===== config.mk =====
export PLATFORM = sky130hd
export DESIGN_NAME = mips_regwrite_ctrl
export DESIGN_NICKNAME = d
export VERILOG_FILES = /design/src/rtl/mips_regwrite_ctrl.sv
export SDC_FILE = /design/constraint.sdc
export NUM_CORES = 1
export LEC_CHECK = 0
export CAP_MARGIN = 20
export CORE_UTILIZATION = 33
export DETAILED_ROUTE_END_ITERATION = 10
export PLACE_DENSITY = 0.76
export SYNTH_ARGS = -nofsm -noshare
export SYNTH_HDL_FRONTEND = slang
export SYNTH_SLANG_ARGS = --single-unit

===== constraint.sdc =====
create_clock -name clock -period 1.6 [get_ports clock]
set_clock_uncertainty 0.15 [all_clocks]
set_input_delay 0.48 -clock clock [delete_from_list [all_inputs] [get_ports clock]]
set_output_delay 0.48 -clock clock [all_outputs]
set_load 0.02 [all_outputs]

===== src/rtl/mips_regwrite_ctrl.sv =====
// Register-file write-port sequencer: zero-fills the file after reset,
// then round-robin arbitrates ALU and load writeback onto one port.
module mips_regwrite_ctrl #(
  parameter int DATA_W         = 32,
  parameter int ADDR_W         = 5,
  parameter int NUM_REGS       = 32,
  parameter bit CLEAR_ON_RESET = 1'b1
) (
  input  logic              clock,
  input  logic              reset,
  input  logic              req0_valid,
  input  logic [ADDR_W-1:0] req0_reg,
  input  logic [DATA_W-1:0] req0_data,
  output logic              req0_ready,
  input  logic              req1_valid,
  input  logic [ADDR_W-1:0] req1_reg,
  input  logic [DATA_W-1:0] req1_data,
  output logic              req1_ready,
  output logic              signal_reg_write,
  output logic [ADDR_W-1:0] write_reg,
  output logic [DATA_W-1:0] write_data,
  output logic              busy,
  output logic              grant_id
);

  typedef enum logic {CLEAR, RUN} state_t;

  localparam logic [ADDR_W-1:0] LAST = ADDR_W'(NUM_REGS - 1);
  localparam state_t RST_STATE = CLEAR_ON_RESET ? CLEAR : RUN;

  state_t            state, state_n;
  logic [ADDR_W-1:0] cnt, cnt_n;
  logic              ptr, ptr_n;
  logic              we_n;
  logic [ADDR_W-1:0] wreg_n;
  logic [DATA_W-1:0] wdata_n;
  logic              gid_n;
  logic              g0, g1;

  always_ff @(posedge clock) begin
    if (reset) begin
      state            <= RST_STATE;
      cnt              <= '0;
      ptr              <= 1'b0;
      signal_reg_write <= 1'b0;
      write_reg        <= '0;
      write_data       <= '0;
      grant_id         <= 1'b0;
    end else begin
      state            <= state_n;
      cnt              <= cnt_n;
      ptr              <= ptr_n;
      signal_reg_write <= we_n;
      write_reg        <= wreg_n;
      write_data       <= wdata_n;
      grant_id         <= gid_n;
    end
  end

  always_comb begin
    g0      = 1'b0;
    g1      = 1'b0;
    state_n = state;
    cnt_n   = cnt;
    ptr_n   = ptr;
    we_n    = 1'b0;
    wreg_n  = write_reg;
    wdata_n = write_data;
    gid_n   = grant_id;
    unique case (state)
      CLEAR: begin
        we_n    = 1'b1;
        wreg_n  = cnt;
        wdata_n = '0;
        cnt_n   = cnt + ADDR_W'(1);
        if (cnt == LAST) state_n = RUN;
      end
      RUN: begin
        g0 = req0_valid && (!req1_valid || !ptr);
        g1 = req1_valid && (!req0_valid || ptr);
        unique case (1'b1)
          g0: begin
            we_n    = (req0_reg != '0);
            wreg_n  = req0_reg;
            wdata_n = req0_data;
            gid_n   = 1'b0;
            ptr_n   = 1'b1;
          end
          g1: begin
            // $zero writes are accepted but never reach the file
            we_n    = (req1_reg != '0);
            wreg_n  = req1_reg;
            wdata_n = req1_data;
            gid_n   = 1'b1;
            ptr_n   = 1'b0;
          end
          default: ;
        endcase
      end
    endcase
  end

  assign req0_ready = g0;
  assign req1_ready = g1;
  assign busy       = (state == CLEAR);

endmodule


# == After elaboration in Yosys (flattened, before gate mapping) ==
# Index checks and enable logic that the tools add are counted.
# W data, S select, Z words.
# word_totals
register_bits,46
in_bits,78
out_inout_bits,42
wordCells,34
# classes
addsub,1
n_eq_ne,2
muxes,12
bitwise_logic,1
reduce_logical,11
# ops
operator,count
$pmux W32 S2,2
$pmux W5 S2,2
$reduce_bool A5 Y1,2
$pmux W1 S2,4
$add A5 B1 Y5 const B,1
$eq A5 B5 Y1 const B,1
$mux W1,4
$logic_not A1 Y1,3
$ne A3 B1 Y1 const B,1
$logic_and A1 B1 Y1,2
$logic_or A1 B1 Y1,2
$reduce_and A2 Y1,1
$reduce_bool A2 Y1,1
$not A1 Y1,1

# == Longest topological paths before layout ==
# logic_depth
word_depth,5
depth_mapped,5
ltp_nobuf,5

# == Least setup slack after synthesis ==
# OpenSTA, ideal clock, no wires.
# synth_path
kind,input port to output port
from,in req1_valid
to,out req1_ready
arrival_ns,1.062
t_required_ns,0.970
slack_ns,-0.092
cell_stages,3
n_path_buf,1
path_cell_list,a21boi_2 > buf_4 > and2_1
# synth_between
elab_chain_len,2
# synth_lines
item,line,source
"start, declared",15,"input logic req1_valid,"
$logic_and A1 B1 Y1,80,g1 = req1_valid && (!req0_valid || ptr);
$mux W1,70,unique case (state)
"end, declared",18,"output logic req1_ready,"
# No other way between the ends.

# == Final worst setup path ==
# layout_path
from,reg ptr
to,out req1_ready
# layout_between
elab_chain_len,3
# layout_lines
item,line,source
"start, declared",33,"logic ptr, ptr_n;"
"start signal, assigned",52,ptr <= ptr_n;
$logic_or A1 B1 Y1,80,
$logic_and A1 B1 Y1,80,
$mux W1,70,
# No other way between the ends.

==> results.md <==
Clocking:
- The largest buffer count on any clock path is 2.
- The CTS H-tree depth is 2.
- The source-to-sink clock delay at the later pin of the worst-skew pair is 0.29 ns.
- The CTS root buffer is clkbuf_8.
- CTS saw 46 sinks.
- The CTS tree is done.
- Counting the buffers created by CTS gives 5.
- Clock-pin slew was measured on the worst setup and hold paths at 0.08 ns.

Global route:
- The initial antenna violation count was 0.
- The global-route usage over all layers is 0.193.
- Entering global routing, the biggest net connects 40 pins.
- Global routing finished with a remaining overflow of 0.
- The via count of the first global-routing pass is 2,002.
- The first-pass GRT wire length is 9.22 mm.

Setup path:
- For the worst setup path, the data required time is 0.97 ns.
- Counting cells, the worst reg-to-reg path comes to 5.
- The slack of the worst reg-to-reg path is 0.05 ns.
- The critical path launch point type is a register.
- The worst register-to-register path ends at write_reg[1].
- Data arrives at the worst endpoint at 1.10 ns.
- The type of the worst setup path is reg2out.
- The element type at the critical path end is an output port.
- In this run the critical register-to-register path is launched from ptr.
- The maximum fanout count along the critical path is 3.

STA:
- The routed design could run at a clock period as short as 1.73 ns.
- The count of endpoints failing setup in the final report is 4.
- The count of pins over their slew limit was 0.
- The upper clock frequency limit is 579 MHz.
- Setup repair after global routing could not meet its margin everywhere.
- The final hold slack is 0.299 ns.
- The final hold violation count is 0.
- Once routing completed, OpenROAD measured the worst setup slack at -0.128 ns.
- For the pin with the worst max-slew slack, the measured transition is 0.432 ns.
- The share of the cycle needed by the critical path after routing is 1.08.
- Measured against its own limit, the worst slew margin works out to 0.712.

Power:
- The fraction of power spent switching nets is 0.214.
- The standby leakage power is 1.35 nW.
- Dividing total power by cell area gives a power density of 702 nW/um^2.
- The design draws 0.00234 W.
- The clock group share of total power is 0.359.
- The portion of total power attributed to sequential cells is 0.497.
- The internal portion of the total power is 0.00184 W.
- The portion of total power attributed to combinational logic is 0.145.
- The total net switching power is 0.000500 W.
- The maximum ir drop on the vdd rail is 0.359 mV.

Place:
- The post-DP HPWL is 4.29 mm.
- The weighted congestion at the end of routability-driven global placement is 0.857.
- The number of cells after detailed placement is 406.
- During placement, the flow inserted port buffers numbering 119.
- The instance area after placement is 3290 sq um.

Synth:
- In the synthesized netlist the dominant register cell turns out to be dfxtp_1.
- The synthesized area divided by synthesized cell count is 8.96 sq um.
- Of the post-synthesis cell area, the dominant cell type holds 0.478.
- The number of synthesized flops with an enable pin is 0.
- The warning count from the yosys run is 0.
- After synthesis, the cell types taking the most area are dfxtp_1 48%, a22oi_1 13%, o21ai_1 8.8%, nand2_1 6.4%, mux2i_1 3.6%.
- After synthesis, the share of flip-flops with an asynchronous set or reset is 0.
- Counting flops and latches in the post-synthesis netlist gives 46.
- The mapped netlist covers 1930 sq um.
- Summed over all instances, the cell type with the most area after synthesis is dfxtp_1.
- Synthesis produced a netlist with a net count of 295.
- Counting distinct cell types in the post-synthesis netlist gives 30.
- The number of standard cells after synthesis is 215.
- For this run, the register share of the synthesized area comes to 0.478.

Floorplanning:
- The total I/O pin count is 120.
- Row generation in the floorplan step produced 27 rows.
- The effective utilization at floorplan is 0.346.
- In this run the vertical extent of the chip is 78.4 um.
- The core region is 5570 sq um.
- The x dimension of the die is 78.4 um.
- The total die area is 6150 sq um.

Final layout:
- The count of inserted antenna diode cells is 0.
- In the final design database the tool counted 425 nets.
- Once layout is complete, the cells apart from fillers number 418.
- With fillers left out, the area of the finished cells amounts to 3340 sq um.
- The area added between synthesis and finish is 73.3%.
- Of the cells placed in the final design, the portion with a size suffix greater than 1 is 0.208.
- The register with the most flip-flops in the layout has 32 of them.

Routing:
- The detailed-router iteration count before antenna repair is 4.
- The DRC violation count after routing is 0.
- Dividing the detail-routed wire length by the instance count gives 14.0 um.
- The via count is 2,076.
- The via count normalized by instance count is 4.97.
- The count of routing violations after the opening detailed-route iteration is 72.
- The routed design has 5.86 mm of wire.
- The post-detailed-route count of antenna-violating nets is 0.

Min path:
- The startpoint identified for the worst hold timing path is write_data[11].
- Along the worst hold path, the cell count comes to 2.
- The type of the tightest min-delay check is reg2reg.
- The path with the worst hold slack has its endpoint at write_data[11].

Status:
- The checks that failed: setup timing.
- The run finished, with violations left.

Flow run:
- The number of max-cap violations is 0.
## final cells by class
cell class,instances,area (sq um)
flip-flops and latches,46,926
inverters,3,27.5
clock inverters,2,37.5
multi-input cells,151,918
well taps,72,90.1
clock buffers,6,72.6
repair buffers,138,1270
fillers,520,2230
## how the worst max path moves through the flow
stage                start  depth (start not counted)               end
6_report               ptr                          4        req1_ready
2_1_floorplan  req1_reg[0]                          4  signal_reg_write
4_1_cts                ptr                          4        req1_ready
3_3_place_gp    req0_valid                          5        req0_ready
5_1_grt                ptr                          4        req1_ready
3_5_place_dp    req0_valid                          5        req0_ready
## synthesized netlist by cell type (2+ instances only)
cell and instances:
or4_1 2, o21ai_1 34, and3_1 5, a21oi_1 6, nor2_1 9, nand2_1 33, inv_1 2, o22ai_1 5
buf_4 2, mux2i_1 7, dfxtp_1 46, a22oi_1 33, buf_2 9, a21boi_2 2, buf_1 3, ha_1 2
nor2b_1 2
## power groups by stage
stage	sequential [W]	clock [W]	combinational, W
finish	0.00116	0.000841	0.000339
global route	0.00117	0.000925	0.000367
CTS	0.00116	0.000870	0.000344
detailed placement	0.00119	0	0.000353
global placement	0.00119	0	0.000346
floorplan	0.00120	0	0.000106
## worst max-delay path: stages, from the launching register on
cell and delay (ns):
dfxtp_2 0.36, inv_2 0.05, a21boi_4 0.14, and2_4 0.15
buf_6 0.11
## cell usage in the layout, fill, tap and decap left out, types with 2 or more instances in the layout
cell type	synthesis	final
buf_4	2	13
nand2_1	33	33
clkbuf_8	0	5
and3_1	5	5
buf_8	0	2
a22oi_1	33	33
mux2i_1	7	7
o22ai_1	5	5
buf_2	9	7
dlygate4sd2_1	0	2
a21oi_1	6	6
o21ai_1	34	34
buf_12	0	2
nor2b_1	2	2
clkdlybuf4s50_1	0	70
clkdlybuf4s15_1	0	11
clkdlybuf4s15_2	0	2
clkbuf_2	0	24
ha_1	2	2
nor2_1	9	9
dfxtp_1	46	44
buf_6	0	3
## repair_timing
action / in CTS / in global routing
resized for setup: 125 / 35
hold endpoints to repair: 0 / 0
setup buffers: 2 / 1
hold buffers: 0 / 0
gates cloned: 2 / 0
setup endpoints to repair: 81 / 47
pin swaps: 5 / 3
## logic make-up (layout without fill, tap and decap cells)
kind of cell / Yosys count / in the layout / synth area share
AO/OA/AOI/OAI: 82 / 82 / 0.268
XOR/XNOR: 2 / 2 / 0.00909
adder cells (fa/ha/maj): 2 / 2 / 0.0130
buffers and inverters: 18 / 149 / 0.0584
flip-flops: 46 / 46 / 0.478
multiplexers: 7 / 7 / 0.0364
AND/OR/NAND/NOR: 58 / 58 / 0.137
## per-layer routing
metal	part of all wire	wire, um	global-route usage	vias to the layer above
met5	0	0	0	-
met4	0.019	112	0.0611	0
met3	0.088	514	0.0698	13
met2	0.49	2850	0.351	96
met1	0.41	2380	0.207	930
li1	-	-	-	1037
## through the flow
| step | util | worst slack, ns | setup TNS (ns) |
|---|---|---|---|
| 2_1_floorplan | - | -0.0852 | -0.142 |
| 3_3_place_gp | 0.589 | -0.965 | -22.52 |
| 3_5_place_dp | 0.589 | -0.979 | -24.06 |
| 4_1_cts | 0.620 | -0.134 | -0.255 |
| 5_1_grt | 0.599 | -0.190 | -0.861 |
| 6_report | 0.599 | -0.128 | -0.202 |
(Power assumes the default switching activity.)
